<file path="config.mk">
export PLATFORM = sky130hd
export DESIGN_NAME = step_pulse_gen_flat
export DESIGN_NICKNAME = d
export VERILOG_FILES = /design/src/rtl/step_pulse_gen_if.sv /design/src/rtl/step_pulse_gen.sv /design/src/flat_wrapper.sv
export SDC_FILE = /design/constraint.sdc
export NUM_CORES = 1
export LEC_CHECK = 0
export BUFFER_PORTS_ARGS = -buffer_cell sky130_fd_sc_hd__buf_2
export CORE_ASPECT_RATIO = 0.75
export CORE_MARGIN = 5
export CORE_UTILIZATION = 40
export DETAILED_ROUTE_END_ITERATION = 8
export SYNTH_ARGS = -nofsm -noshare
export SYNTH_HDL_FRONTEND = slang
export SYNTH_SLANG_ARGS = --single-unit
</file>
<file path="constraint.sdc">
create_clock -name clk -period 7.3 [get_ports clk]
set_input_delay 1.46 -clock clk [delete_from_list [all_inputs] [get_ports clk]]
set_output_delay 1.46 -clock clk [all_outputs]
set_load 0.02 [all_outputs]
</file>
<file path="src/rtl/step_pulse_gen_if.sv">
// Handshake/status bundle between the step-pulse source and its consumer.
// master drives the run controls, slave is the generator itself.
interface step_pulse_gen_if;
    logic       start;
    logic       stop;
    logic [1:0] mode;
    logic       pulse;
    logic       running;
    logic [9:0] sec_count;
    logic [7:0] cur_rate;
    logic       done;

    modport master (
        output start, stop, mode,
        input  pulse, running, sec_count, cur_rate, done
    );

    modport slave (
        input  start, stop, mode,
        output pulse, running, sec_count, cur_rate, done
    );
endinterface

</file>
<file path="src/rtl/step_pulse_gen.sv">
// Evenly spaced step-pulse source with per-second rate profiles.
// Optional run limit enabled by defining STEPGEN_LIMIT_EN.
module step_pulse_gen #(
    parameter int CLK_HZ      = 100_000_000,
    parameter int PULSE_W     = 4,
    parameter int MAX_SECONDS = 300
) (
    input  logic             clk,
    input  logic             reset,
    step_pulse_gen_if.slave  bus
);
    typedef enum logic {IDLE = 1'b0, RUN = 1'b1} state_t;

    localparam logic [31:0] HZ      = 32'(CLK_HZ);
    localparam logic [31:0] LAST    = 32'(CLK_HZ - 1);
    localparam logic [7:0]  PW_M1   = 8'(PULSE_W - 1);
    localparam logic [9:0]  SEC_MAX = 10'(MAX_SECONDS);
`ifdef STEPGEN_LIMIT_EN
    localparam bit LIMIT_EN = 1'b1;
`else
    localparam bit LIMIT_EN = 1'b0;
`endif

    state_t      state_q;
    state_t      state_d;
    logic [1:0]  mode_q;
    logic [31:0] cyc_q;
    logic [31:0] acc_q;
    logic [9:0]  sec_q;
    logic [7:0]  rate_q;
    logic        pulse_q;
    logic [7:0]  wcnt_q;

    logic [31:0] t;
    logic        fire;
    logic        wrap;
    logic [9:0]  sec_nxt;
    logic        lim_hit;
    logic        go;
    logic        leave;

    function automatic logic [7:0] rate_of(
        input logic [1:0] m,
        input logic [9:0] s
    );
        logic [7:0] r;
        r = 8'd0;
        case (m)
            2'd0: r = 8'd32;
            2'd1: r = 8'd64;
            2'd2: r = 8'd128;
            default: begin
                case (s)
                    10'd0:   r = 8'd20;
                    10'd1:   r = 8'd33;
                    10'd2:   r = 8'd66;
                    10'd3:   r = 8'd27;
                    10'd4:   r = 8'd70;
                    10'd5:   r = 8'd30;
                    10'd6:   r = 8'd19;
                    10'd7:   r = 8'd30;
                    10'd8:   r = 8'd33;
                    default: r = 8'd69;
                endcase
            end
        endcase
        return r;
    endfunction

    assign t       = acc_q + {24'd0, rate_q};
    assign fire    = (state_q == RUN) && (t >= HZ);
    assign wrap    = (state_q == RUN) && (cyc_q == LAST);
    assign sec_nxt = (sec_q == 10'h3FF) ? sec_q : sec_q + 10'd1;
    assign lim_hit = LIMIT_EN && wrap && (sec_nxt == SEC_MAX);

    // Next-state logic: stop beats start, limit ends the run on a boundary.
    always_comb begin
        state_d = state_q;
        go      = 1'b0;
        leave   = 1'b0;
        unique case (state_q)
            IDLE: begin
                if (bus.start && !bus.stop) begin
                    state_d = RUN;
                    go      = 1'b1;
                end
            end
            RUN: begin
                if (bus.stop || lim_hit) begin
                    state_d = IDLE;
                    leave   = 1'b1;
                end
            end
            default: state_d = IDLE;
        endcase
    end

    // State register.
    always_ff @(posedge clk) begin
        if (reset) begin
            state_q <= IDLE;
        end else begin
            state_q <= state_d;
        end
    end

    // Second timing, rate selection and phase accumulator.
    always_ff @(posedge clk) begin
        if (reset) begin
            mode_q <= 2'd0;
            cyc_q  <= '0;
            acc_q  <= '0;
            sec_q  <= '0;
            rate_q <= '0;
        end else if (go) begin
            mode_q <= bus.mode;
            sec_q  <= '0;
            rate_q <= rate_of(bus.mode, 10'd0);
            acc_q  <= '0;
            cyc_q  <= '0;
        end else if (state_q == RUN) begin
            if (wrap) begin
                sec_q  <= sec_nxt;
                rate_q <= rate_of(mode_q, sec_nxt);
            end
            if (wrap || leave) begin
                acc_q <= '0;
                cyc_q <= '0;
            end else begin
                cyc_q <= cyc_q + 32'd1;
                acc_q <= fire ? t - HZ : t;
            end
        end
    end

    // Pulse stretcher: a fire while high is dropped, in-flight pulses finish.
    always_ff @(posedge clk) begin
        if (reset) begin
            pulse_q <= 1'b0;
            wcnt_q  <= '0;
        end else if (pulse_q) begin
            if (wcnt_q == 8'd0) begin
                pulse_q <= 1'b0;
            end else begin
                wcnt_q <= wcnt_q - 8'd1;
            end
        end else if (fire) begin
            pulse_q <= 1'b1;
            wcnt_q  <= PW_M1;
        end
    end

`ifdef STEPGEN_LIMIT_EN
    logic done_q;

    // One-cycle strobe when the run limit is reached without a stop.
    always_ff @(posedge clk) begin
        if (reset) begin
            done_q <= 1'b0;
        end else begin
            done_q <= lim_hit && !bus.stop;
        end
    end

    assign bus.done = done_q;
`else
    assign bus.done = 1'b0;
`endif

    assign bus.pulse     = pulse_q;
    assign bus.running   = (state_q == RUN);
    assign bus.sec_count = sec_q;
    assign bus.cur_rate  = rate_q;
endmodule

</file>
<file path="src/flat_wrapper.sv">
// flat-port wrapper written by rule: the top's interface ports become plain ports
module step_pulse_gen_flat 
#(
    parameter int CLK_HZ      = 100_000_000,
    parameter int PULSE_W     = 4,
    parameter int MAX_SECONDS = 300
)
  (clk, reset, bus_start, bus_stop, bus_mode, bus_pulse, bus_running, bus_sec_count, bus_cur_rate, bus_done);
  step_pulse_gen_if bus_i ();
  input  logic clk;
  input  logic reset;
  input wire logic [$bits(bus_i.start)-1:0] bus_start;
  input wire logic [$bits(bus_i.stop)-1:0] bus_stop;
  input wire logic [$bits(bus_i.mode)-1:0] bus_mode;
  output wire logic [$bits(bus_i.pulse)-1:0] bus_pulse;
  output wire logic [$bits(bus_i.running)-1:0] bus_running;
  output wire logic [$bits(bus_i.sec_count)-1:0] bus_sec_count;
  output wire logic [$bits(bus_i.cur_rate)-1:0] bus_cur_rate;
  output wire logic [$bits(bus_i.done)-1:0] bus_done;
  assign bus_i.start = bus_start;
  assign bus_i.stop = bus_stop;
  assign bus_i.mode = bus_mode;
  assign bus_pulse = bus_i.pulse;
  assign bus_running = bus_i.running;
  assign bus_sec_count = bus_i.sec_count;
  assign bus_cur_rate = bus_i.cur_rate;
  assign bus_done = bus_i.done;
  step_pulse_gen #(.CLK_HZ(CLK_HZ), .PULSE_W(PULSE_W), .MAX_SECONDS(MAX_SECONDS)) u_core (.clk(clk), .reset(reset), .bus(bus_i));
endmodule
</file>
Yosys cells after proc, flatten, opt, wreduce, memory -nomap -nowiden
Memory sizes are Yosys's and may differ from the RTL's.
Index checks and enable logic that the tools add are counted.

word-level totals
  flip-flop bits (word level) = 94
  memory bits (read-only) = 112
  output and inout bits = 21
  memories kept = 1

operators by class
  add/sub/neg operators = 5
  order comparisons = 1
  equal/unequal tests = 7
  multiplexer cells = 22
  bitwise logic cells = 1
  reduce and logical (&&, ||, !) cells = 16

memory list
  memory           depth  bits a word  rd ports  clocked after memory_dff  wr ports  line                  RTL
  (no name shown)  16     7            1         0                         0         step_pulse_gen.sv:53  case (s)

operator list
  cell                      number
  $mux W32                  3
  $mux W8                   7
  $pmux W8 S3               2
  $add A32 B1 Y32 const B   1
  $add A32 B8 Y32           1
  $eq A32 B27 Y1 const B    1
  $ge A32 B27 Y1 const B    1
  $sub A32 B27 Y32 const B  1
  $add A10 B1 Y10 const B   1
  $eq A10 B10 Y1 const B    1
  $mux W10                  1
  $logic_not A8 Y1          1
  $mux W1                   8
  $sub A8 B1 Y8 const B     1
  $logic_not A6 Y1          1
  $reduce_and A2 Y1         3
  $reduce_bool A2 Y1        3
  $eq A2 B1 Y1 const B      2
  $eq A2 B2 Y1 const B      2
  $logic_not A2 Y1          2
  $logic_and A1 B1 Y1       3
  $ne A2 B2 Y1 const B      1
  $pmux W1 S2               1
  $reduce_or A2 Y1          1
  3 further kinds           3

Depth between registers and ports, before layout
Gate-level depths: netlist of run 1.

  word-level depth = 8
  mapped depth = 18
  mapped depth without buffers = 17

Least setup slack after synthesis of run 1
No wires, ideal clock.

  path type = reg-to-reg
  start = reg u_core.rate_q[2] (netlist: u_core.bus.cur_rate[2])
  end = reg u_core.acc_q[23]
  setup time = 69 ps
  data arrival time = 4011 ps
  required time = 7231 ps
  slack = 3220 ps
  cell stages (with the launch flop) = 17
  path buffers = 1
  clock period less this slack = 4080 ps
  cell sequence = dfxtp_1 > ha_1 > clkbuf_2 > o211ai_1 > nor3_1 > o21ai_0 > xnor2_1 > ha_1 > nand3_1 > or3_1 > nor4_1 > o211a_1 > o2111a_2 > o21ai_2 > or4b_1 > a211o_1 > o21ai_1

on the way
  longest elaborated chain between the ends = 5
  elaborated cells on any way between the ends = 6

ends and longest elaborated chain
  what                    line                   RTL
  from (decl)             step_pulse_gen.sv:30   logic [7:0] rate_q;
  from (signal assigned)  step_pulse_gen.sv:118  rate_q <= rate_of(bus.mode, 10'd0);
  from (signal assigned)  step_pulse_gen.sv:124  rate_q <= rate_of(mode_q, sec_nxt);
  $add A32 B8 Y32 *       step_pulse_gen.sv:70   assign t = acc_q + {24'd0, rate_q};
  $ge A32 B27 Y1          step_pulse_gen.sv:71   assign fire = (state_q == RUN) && (t >= HZ);
  $logic_and A1 B1 Y1     step_pulse_gen.sv:71
  $mux W32 *              step_pulse_gen.sv:131  acc_q <= fire ? t - HZ : t;
  $mux W32 *              step_pulse_gen.sv:126  if (wrap || leave) begin
  to (signal assigned)    step_pulse_gen.sv:131
  to (decl)               step_pulse_gen.sv:28   logic [31:0] acc_q;

Every way passes the cells marked *; elsewhere a longest branch is shown, timed or not.
A chain may end at the register's enable or synchronous reset.

Worst setup path in the final report of run 1
  start = reg u_core.rate_q[3] (netlist: u_core.bus.cur_rate[3])
  end = reg u_core.acc_q[15]

The elaborated chain is that of the path after synthesis.

==> results of run 1 <==
[kinds of logic (layout without fill, tap and decap cells)]
logic type / count (synthesis) / count (layout)
muxes: 5 / 5
xor gates and xnor gates: 77 / 77
AOI/OAI and AO/OA: 176 / 176
and+or+nand+nor: 340 / 340
other: 1 / 1
DFF: 94 / 94
adders and majority gates: 18 / 18
buffers and inverters: 56 / 63
[report_power, final]
part	internal, mW	leakage, nW	switching, mW	total, mW
logic	0.0147	1.36	0.0356	0.0503
registers	0.516	0.758	0.00694	0.523
clock network	0.301	0.148	0.212	0.513
[state kept, by name, summed over array words and instances, names as in the netlist]
name,cells
u_core.bus.pulse,1
u_core.acc_q,32
u_core.cyc_q,32
u_core.mode_q,2
u_core.bus.running,1
u_core.wcnt_q,8
u_core.bus.sec_count,10
u_core.bus.cur_rate,8
[stage by stage]
step           total power, mW  hold WS (ps)
6_report                 1.087         483.6
5_1_grt                  1.127         525.1
4_1_cts                  1.099         488.8
3_5_place_dp            0.5844         475.6
3_3_place_gp            0.5839         475.0
2_1_floorplan           0.5698         462.3
[final cells by class]
type	instances	area [um^2]
Tap cell	200	250.2
Inverter	19	71.32
Multi-Input combinational cell	617	3857
Sequential cell	94	1882
Clock buffer	9	225.2
Fill cell	1443	7971
Clock inverter	7	96.34
Timing Repair Buffer	28	147.6
[worst max-delay path, stage by stage (launching register included)]
cell      delay (ps)
dfxtp_1          330
ha_1             400
o211ai_1         170
nor3_1           770
o21ai_0          320
xnor2_1          340
ha_1             210
nand3_1           50
or3_1            320
nor4_1           400
o211a_1          240
o21ai_1          110
a21oi_1          870
o211ai_1         240
a211o_1          340
o21ai_0           70
[per-layer routing]
layer | global-route usage (%) | vias up | part of all wire, %
li1 | - | 2782 | -
met1 | 26.18 | 2654 | 49
met2 | 27.41 | 144 | 43
met3 | 4.105 | 20 | 5.9
met4 | 6.401 | 0 | 1.5
met5 | 0 | - | 0
[placed cells by master, fill, tap and decap left out, types with 4 or more instances in the layout]
master / n
o211a_1: 4
a211oi_1: 12
o211ai_1: 12
o21a_1: 6
a21oi_1: 33
o21ai_0: 39
a311oi_1: 5
nor2_1: 99
buf_2: 25
clkbuf_16: 9
a22oi_1: 9
nand2_1: 73
nand4_1: 22
a211o_1: 6
ha_1: 17
mux2i_1: 5
nand2b_1: 6
and3_1: 17
xor2_1: 43
xnor2_1: 34
or3_1: 9
a31oi_1: 13
nor2b_1: 6
nand3_1: 34
and2_1: 8
nor3_1: 29
dfxtp_1: 94
inv_1: 19
nor4_1: 9
[final timing paths]
path | endpoint | slack, ps | depth (start not counted)
min | u_core.bus.cur_rate[0]$_SDFFE_PP0P_ | 480 | 2
min reg2reg | u_core.bus.cur_rate[0]$_SDFFE_PP0P_ | 480 | 2
max | u_core.acc_q[15]$_SDFFE_PP0P_ | 2030 | 15
max reg2reg | u_core.acc_q[15]$_SDFFE_PP0P_ | 2030 | 15
==> flow_summary_export.csv, run 1 <==
group,metric,value,unit
synthesis,synth_mux_area_share,0.8423,%
cts,numCtsBuffers,9,
placement,postPlaceCellArea,6208,um^2
finish,instances_no_fill,974,
synthesis,ys_types,73,
setup_path,r2r_start,"u_core.bus.cur_rate[3]$_SDFFE_PP0P_",
setup_path,end_kind,"flop",
detailed_routing,dr.pass1.iters,5,
synthesis,synth.most_common_cell,"nor2_1",
sta,worst_slack,2034,ps
placement,portBuffers,25,
global_route,grt_first_pass_wirelength,26010,um
setup_path,critPathLaunch,"u_core.bus.cur_rate[3]$_SDFFE_PP0P_",
cts,cts_sinks,94,
synthesis,synthTopCellsByCount,"nor2_1 (99), dfxtp_1 (94), nand2_1 (73), xor2_1 (43), o21ai_0 (39)",
detailed_routing,drc_errors,0,
finish,area_growth,9.897,%
global_route,grt_max_degree,31,
detailed_routing,vias,5600,
cts,cts.htree.levels,3,
synthesis,syn_area_per_cell,7.747,um^2
sta,worst_pin_slew,1129,ps
synthesis,synth_xor_area_share,11.35,%
sta,tns,0,ps
floorplanning,die_h,115.6,um
floorplanning,rows,38,
placement,dp_hpwl,11200,um
synthesis,synth_top_area_share,31.67,%
power,ir_worst_vdd,105.9,uV
setup_path,worst-setup-path-type,"reg -> reg",
floorplanning,core,14500,um^2
finish,diodes,0,
placement,place_inst,958,
finish,fin_util,45.03,%
cts,post_cts_resized,0,
synthesis,synth_nets,791,
power,p_per_area,166.4,nW/um^2
floorplanning,io_pins,27,
power,leakagePower,2.264,nW
synthesis,synth_largest_area_cell,"dfxtp_1",
synthesis,ys_seq_area_share,31.67,%
sta,drv_slew,0,
finish,fin_area,6530,um^2
synthesis,ys_seq_elements,94,
finish,fin_nets,793,
outcome,outcome,"completed",
synthesis,yosys_warnings,0,
cts,cts.clk_slew.worst_paths,70,ps
synthesis,synthSimpleGateAreaFrac,28.17,%
placement,gp_congestion,0.9760,
floorplanning,dieArea,17420,um^2
sta,fin_skew,8.614,ps
floorplanning,start_util,40.97,%
synthesis,netlist_instances,767,
setup_path,required,7580,ps
cts,holdBufCountCts,0,
setup_path,crit_fanout,11,
floorplanning,die_w,150.7,um
synthesis,synth_top_family_by_area,"simple AND/OR/NAND/NOR gates",
cts,cts_tree,"yes",
sta,hold_violations,0,
sta,min_period,5266,ps
min_path,worst_hold_path_type,"reg -> reg",
cts,clk_latency,350,ps
synthesis,synthAdderAreaFrac,3.917,%
setup_path,cp.arrival,5540,ps
synthesis,synth_edf_count,0,
synthesis,ys_async_sr_fraction,0,%
sta,rsz0062_at_grt,"no",
detailed_routing,post_drt_wl_per_cell,15.86,um
detailed_routing,ant_nets,0,
cts,cts_root_buffer,"clkbuf_16",
detailed_routing,via_per_inst,5.749,
detailed_routing,drt_first_iter_violations,390,
sta,timing.final.crit_share,72.14,%
placement,dp_slack,2186,ps
global_route,grt_pass1_vias,5151,
synthesis,synth_top_cells_by_area,"dfxtp_1 (32%), xor2_1 (6.3%), nor2_1 (6.3%)",
synthesis,synth_area,5942,um^2
min_path,hold_start,"u_core.bus.cur_rate[0]$_SDFFE_PP0P_",
finish,drive_gt1_share,7.752,%
cts,cts_setup_buffers,0,
global_route,gr-total-overflow,0,
setup_path,startpoint_type,"flop",
run,drv_cap,0,
detailed_routing,drt-total-wl,15450,um
synthesis,synth_compound_area_share,20.21,%
global_route,track_usage,18.37,%
cts,cts.path.max_buffers,2,
sta,setup_viol,0,
global_route,grt_antenna_before_repair,0,
sta,fmax,189.9,MHz
sta,max-slew-margin-rel,24.70,%
synthesis,ys.flop_type,"dfxtp_1",
Note: power is estimated with default switching activity, not from simulation.
==> run 2, diff against run 1 <==
ABC_AREA = 1   (was default)
clock period = 4.23 ns   (was 7.3 ns; I/O delays follow)
==> run 2 against run 1 <==
  * Flip-flop and latch count unchanged
  * Sequential power rose by 71%
  * Clock skew rose by 2.3 ps
  * Clock-buffer cell count is the same
  * Core utilization about the same
  * Maximum frequency grew 40%
  * Register-to-register slack worse by 1600 ps
  * Sequential share of layout area decreased by 4.2 points
==> flow_summary_export.csv, run 2 <==
group,metric,value,unit
synthesis,ys_async_sr_fraction,0,%
finish,fillers,1783,
setup_path,end_kind,"flop",
synthesis,synth_area,7000,um^2
global_route,met2_usage,25.20,%
detailed_routing,drt-total-wl,19560,um
finish,area_growth,9.294,%
synthesis,yosys_warnings,0,
finish,final_cell_mix,"nand2_1 (314), inv_1 (137), nor2_1 (130), nand3_1 (119), dfxtp_1 (93)",
synthesis,synth_nets,1175,
cts,cts.htree.levels,3,
synthesis,syn_area_per_cell,6.082,um^2
sta,rsz0062_at_grt,"no",
synthesis,synth_largest_area_cell,"dfxtp_1",
power,power,1.879,mW
placement,portBuffers,25,
placement,place_inst,1392,
placement,dp_hpwl,14920,um
cts,numCtsBuffers,9,
power,ir_worst_vdd,204.2,uV
synthesis,ys_types,50,
synthesis,netlist_instances,1151,
synthesis,synth.most_common_cell,"nand2_1",
floorplanning,die_w,162.8,um
sta,drv_slew,0,
sta,fin_skew,10.95,ps
finish,diodes,0,
placement,dp_slack,526.7,ps
synthesis,ys_seq_elements,94,
cts,cts_tree,"yes",
finish,instances_no_fill,1408,
global_route,grt_use_met3,3.506,%
global_route,grt_antenna_before_repair,0,
sta,min_period,3769,ps
run,drv_cap,0,
global_route,grt_max_degree,47,
global_route,grt_pass1_vias,6208,
cts,cts_sinks,94,
setup_path,startpoint_type,"flop",
setup_path,cp.arrival,4050,ps
detailed_routing,ant_nets,0,
sta,setup_viol,0,
setup_path,max_stage_delay,460,ps
global_route,track_usage,19.20,%
cts,cts_setup_buffers,0,
setup_path,required,4520,ps
finish,layout_commonest_cell,"nand2_1",
sta,worst_pin_slew,890.8,ps
sta,hold_violations,0,
detailed_routing,dr.pass1.iters,5,
detailed_routing,post_drt_wl_per_cell,13.89,um
floorplanning,core,16980,um^2
sta,timing.final.crit_share,89.11,%
cts,cts.path.max_buffers,2,
detailed_routing,vias,7244,
global_route,grt_first_pass_wirelength,32370,um
floorplanning,die_h,124.6,um
power,leakagePower,3.200,nW
min_path,worst_hold_path_type,"reg -> reg",
sta,worst_slack,460.6,ps
cts,cts.clk_slew.worst_paths,70,ps
floorplanning,dieArea,20270,um^2
global_route,grt.busiest_layer,"met1",
synthesis,synthTopCellsByCount,"nand2_1 (314), inv_1 (137), nor2_1 (131), nand3_1 (119), dfxtp_1 (94)",
sta,max-slew-margin-rel,40.25,%
finish,fin_util,45.06,%
sta,whs,472.7,ps
floorplanning,start_util,41.23,%
detailed_routing,drt_first_iter_violations,718,
placement,gp_congestion,0.9603,
synthesis,ys_seq_area_share,26.88,%
finish,fin_nets,1191,
synthesis,synth_top_cells_by_area,"dfxtp_1 (27%), nand2_1 (17%), nand3_1 (8.5%)",
synthesis,synth_top_area_share,26.88,%
finish,drive_gt1_share,9.300,%
sta,tns,0,ps
setup_path,crit_fanout,45,
placement,postPlaceCellArea,7330,um^2
setup_path,slowest_stage,"fa_1",
outcome,outcome,"completed",
synthesis,ys.flop_type,"dfxtp_1",
setup_path,crit_top_cell,"nand2_1",
sta,fmax,265.3,MHz
cts,clk_latency,360,ps
detailed_routing,drc_errors,0,
cts,cts_root_buffer,"clkbuf_16",
synthesis,synth_edf_count,0,
global_route,gr-total-overflow,0,
power,p_per_area,245.6,nW/um^2
floorplanning,rows,41,
floorplanning,io_pins,27,
detailed_routing,via_per_inst,5.145,
finish,fin_area,7651,um^2
cts,holdBufCountCts,0,
cts,post_cts_resized,0,
setup_path,worst-setup-path-type,"reg -> reg",
setup_path,worstPathCellList,"ha_1 -> fa_1 -> nand2_1 -> nand2_1 -> nand3_1 -> nand2_1 -> xor2_2 -> inv_1 -> ha_1 -> nand2_1 -> nor3_1 -> nand3_1 -> nor2_1 -> nand4_1 -> a21boi_1 -> nand3_1 -> nand2_4 -> nand2_4 -> inv_4 -> nand2_8 -> nand2_4 -> nand2_2 -> a21oi_2",
global_route,gr-usage-met1,31.88,%
run 2: cell types whose count changed in the layout (fill, tap and decap cells not counted), moves of 11 or more:
| cell | change |
|---|---|
| inv_1 | +118 |
| xor2_1 | -28 |
| o211ai_1 | -11 |
| nor2_1 | +31 |
| nand2_2 | +16 |
| xnor2_1 | -24 |
| nor2_2 | +11 |
| nand2_1 | +241 |
| nand3_1 | +85 |
| a21oi_1 | +44 |
| nand4_1 | +24 |
| and3_1 | -16 |
run 2: cell type report:
type,instances,area (um^2),area share (%)
clock buffer,9,225.2,2.944
clock inverter,7,96.34,1.259
inverter,149,561.8,7.343
multi-input combinational,882,4419,57.76
sequential,94,1883,24.61
tap,236,295.3,3.859
timing repair buffer,31,170.2,2.224
run 2: path summary, 6_finish.rpt:
check             slack [ps]                                 from                       endpoint  cells past startpoint
setup / recovery         460  u_core.bus.cur_rate[0]$_SDFFE_PP0P_  u_core.wcnt_q[6]$_SDFFE_PP0P_                     23
hold / removal           470         u_core.acc_q[2]$_SDFFE_PP0P_   u_core.acc_q[2]$_SDFFE_PP0P_                      2
setup reg to reg         460  u_core.bus.cur_rate[0]$_SDFFE_PP0P_  u_core.wcnt_q[6]$_SDFFE_PP0P_                     23
hold reg to reg          470         u_core.acc_q[2]$_SDFFE_PP0P_   u_core.acc_q[2]$_SDFFE_PP0P_                      2
run 2: where the power goes:
part	switching (mW)	leakage (nW)	internal (mW)
combinational	0.0690	2.29	0.0207
clock	0.416	0.155	0.479
sequential	0.00586	0.758	0.889
run 2: critical path: cells and delay by family (launching register included):
family,cells,cell delay [ps]
simple gates,15,1800
fa+ha+maj,3,880
flops,1,330
compound gates,2,290
buf+inv,2,210
xor+xnor,1,180
run 2: cells by family (layout without fill, tap and decap cells):
group                    after synthesis  in the layout  share of synthesized area, %
AND/OR/NAND/NOR                      703            703                         45.79
AO/OA/AOI/OAI                        134            134                         10.56
buffers and inverters                175            196                         10.03
flip-flops                            94             94                         26.88
adder cells (fa/ha/maj)               18             18                         3.324
XOR/XNOR                              26             26                         3.360
other                                  1              1                       0.05357
run 2: routing by layer:
metal,vias up,wire length (um)
met1,3240,10670
met5,-,0
met2,201,7328
met3,13,1421
li1,3790,-
met4,0,146
==> run 3, diff against run 2 <==
ABC_AREA = default   (was 1)
==> run 3 against run 2 <==
  * Clock skew decreased by 4.8 ps
  * Highest routed layer unchanged
  * Register-to-register slack worse by 240 ps
  * Largest power group unchanged
  * Critical path depth fell by 5
  * First-iteration DRC count is 22% lower
  * Critical path type unchanged
  * Critical endpoint is now u_core.acc_q[11]$_SDFFE_PP0P_
  * Hold slack gained 12 ps
  * Core utilization grew 1.5 points
==> flow_summary_export.csv, run 3 (synthesized netlist as in run 1, its figures left out) <==
group,metric,value,unit
setup_path,crit_family,"compound AO/OA/AOI/OAI gates",
cts,cts.path.max_buffers,2,
detailed_routing,ant_nets,0,
sta,setup_viol,0,
setup_path,timing.critical_path.buf_inv,2,
finish,diodes,0,
floorplanning,io_pins,27,
sta,fin_skew,6.132,ps
placement,postPlaceCellArea,6357,um^2
sta,timing.final.crit_share,94.88,%
setup_path,end_kind,"flop",
cts,cts.htree.levels,3,
outcome,outcome,"completed",
floorplanning,rows,38,
cts,cts.clk_slew.worst_paths,70,ps
setup_path,worstPathCellList,"ha_1 -> fa_2 -> a211oi_4 -> o211ai_2 -> nand2_1 -> xor2_1 -> inv_1 -> ha_1 -> nand3_1 -> or3_1 -> nor4_2 -> o211a_1 -> o2111a_2 -> o21ai_2 -> buf_4 -> or4_1 -> a211o_1 -> o21ai_0",
floorplanning,dieArea,17420,um^2
setup_path,crit_top_cell,"ha_1",
global_route,track_usage,18.93,%
setup_path,worst-setup-path-type,"reg -> reg",
sta,rsz0062_at_grt,"yes",
sta,fmax,249.2,MHz
sta,hold_violations,0,
detailed_routing,via_per_inst,5.732,
detailed_routing,drc_errors,0,
cts,numCtsBuffers,9,
detailed_routing,drt_first_iter_violations,558,
cts,cts_setup_buffers,0,
global_route,grt_antenna_before_repair,0,
setup_path,cp.arrival,4280,ps
placement,dp_hpwl,11650,um
sta,worst_pin_slew,717.7,ps
finish,area_growth,13.58,%
finish,fillers,1416,
sta,drv_slew,0,
finish,final_cell_mix,"nor2_1 (98), dfxtp_1 (94), nand2_1 (73), xor2_1 (42), o21ai_0 (38)",
detailed_routing,drt-total-wl,16020,um
detailed_routing,vias,5703,
global_route,grt_max_degree,31,
power,leakagePower,2.394,nW
cts,cts_root_buffer,"clkbuf_16",
run,drv_cap,0,
power,ir_worst_vdd,194.4,uV
cts,cts_sinks,94,
floorplanning,die_w,150.7,um
finish,seqCellArea,1882,um^2
cts,clk_latency,350,ps
min_path,worst_hold_path_type,"reg -> reg",
detailed_routing,dr.pass1.iters,5,
detailed_routing,post_drt_wl_per_cell,16.10,um
finish,layout_commonest_cell,"nor2_1",
setup_path,crit_fanout,5,
global_route,grt_pass1_vias,5460,
setup_path,required,4500,ps
finish,fin_nets,814,
finish,fin_area,6749,um^2
floorplanning,core,14500,um^2
power,p_per_area,280.7,nW/um^2
placement,dp_slack,-45.50,ps
sta,max-slew-margin-rel,51.98,%
finish,fin_util,46.54,%
setup_path,slowest_stage,"or4_1",
sta,min_period,4013,ps
placement,gp_congestion,0.9699,
finish,instances_no_fill,995,
global_route,grt_first_pass_wirelength,26900,um
sta,worst_slack,216.5,ps
global_route,gr-total-overflow,0,
placement,portBuffers,25,
cts,cts_tree,"yes",
placement,place_inst,979,
setup_path,startpoint_type,"flop",
floorplanning,start_util,40.97,%
sta,tns,0,ps
setup_path,max_stage_delay,430,ps
finish,drive_gt1_share,11.57,%
finish,multi_input_area,3910,um^2
floorplanning,die_h,115.6,um
[run 3: worst register-to-register path: cells and delay by family, from the launching register on]
family,cells,cell delay [ps]
AO/OA/AOI/OAI,7,1200
XOR/XNOR,1,100
adder cells (fa/ha/maj),3,850
buffers and inverters,2,290
flip-flops,1,330
AND/OR/NAND/NOR,5,1170
[run 3: worst paths after layout]
| kind | startpoint | endpoint | slack [ps] | cells past startpoint |
|---|---|---|---|---|
| worst max-delay path | u_core.bus.cur_rate[0]$_SDFFE_PP0P_ | u_core.acc_q[11]$_SDFFE_PP0P_ | 220 | 18 |
| worst min-delay path | u_core.bus.cur_rate[0]$_SDFFE_PP0P_ | u_core.bus.cur_rate[0]$_SDFFE_PP0P_ | 480 | 2 |
| worst max register to register | u_core.bus.cur_rate[0]$_SDFFE_PP0P_ | u_core.acc_q[11]$_SDFFE_PP0P_ | 220 | 18 |
| worst min register to register | u_core.bus.cur_rate[0]$_SDFFE_PP0P_ | u_core.bus.cur_rate[0]$_SDFFE_PP0P_ | 480 | 2 |
[run 3: metal layers]
metal  part of all wire (%)  vias up  wire [um]  global-route usage [%]
li1                       -     2812          -                       -
met1                     49     2713       7807                   26.61
met2                     44      161       7099                   29.04
met3                    5.7       17        913                   4.730
met4                    1.3        0        202                   5.072
met5                      0        -          0                       0
[run 3: where the power goes]
| part | internal, mW | switching (mW) |
|---|---|---|
| clock network | 0.539 | 0.362 |
| registers | 0.891 | 0.00945 |
| logic | 0.0287 | 0.0647 |
[run 3: layout make-up]
type                    count  share of cell area, %
clock buffers              10                  3.541
flip-flops and latches     94                  27.88
inverters                  19                  1.057
well taps                 200                  3.708
clock inverters             6                  1.353
multi-input cells         617                  57.93
repair buffers             49                  4.524
[run 3: what timing repair did]
item                                    4_1_cts  5_1_grt
cloned                                        0        0
pin swaps                                     0        1
hold buffers                                  0        0
resized for setup                             2       11
endpoints found under the setup margin        3       22
endpoints found under the hold margin         0        0
[run 3: per-stage QoR]
stage	hold slack (ps)	power, mW
6_report	484.7	1.895
5_1_grt	501.8	1.972
4_1_cts	482.1	1.922
3_5_place_dp	470.1	1.012
3_3_place_gp	465.8	1.011
2_1_floorplan	462.3	0.9833
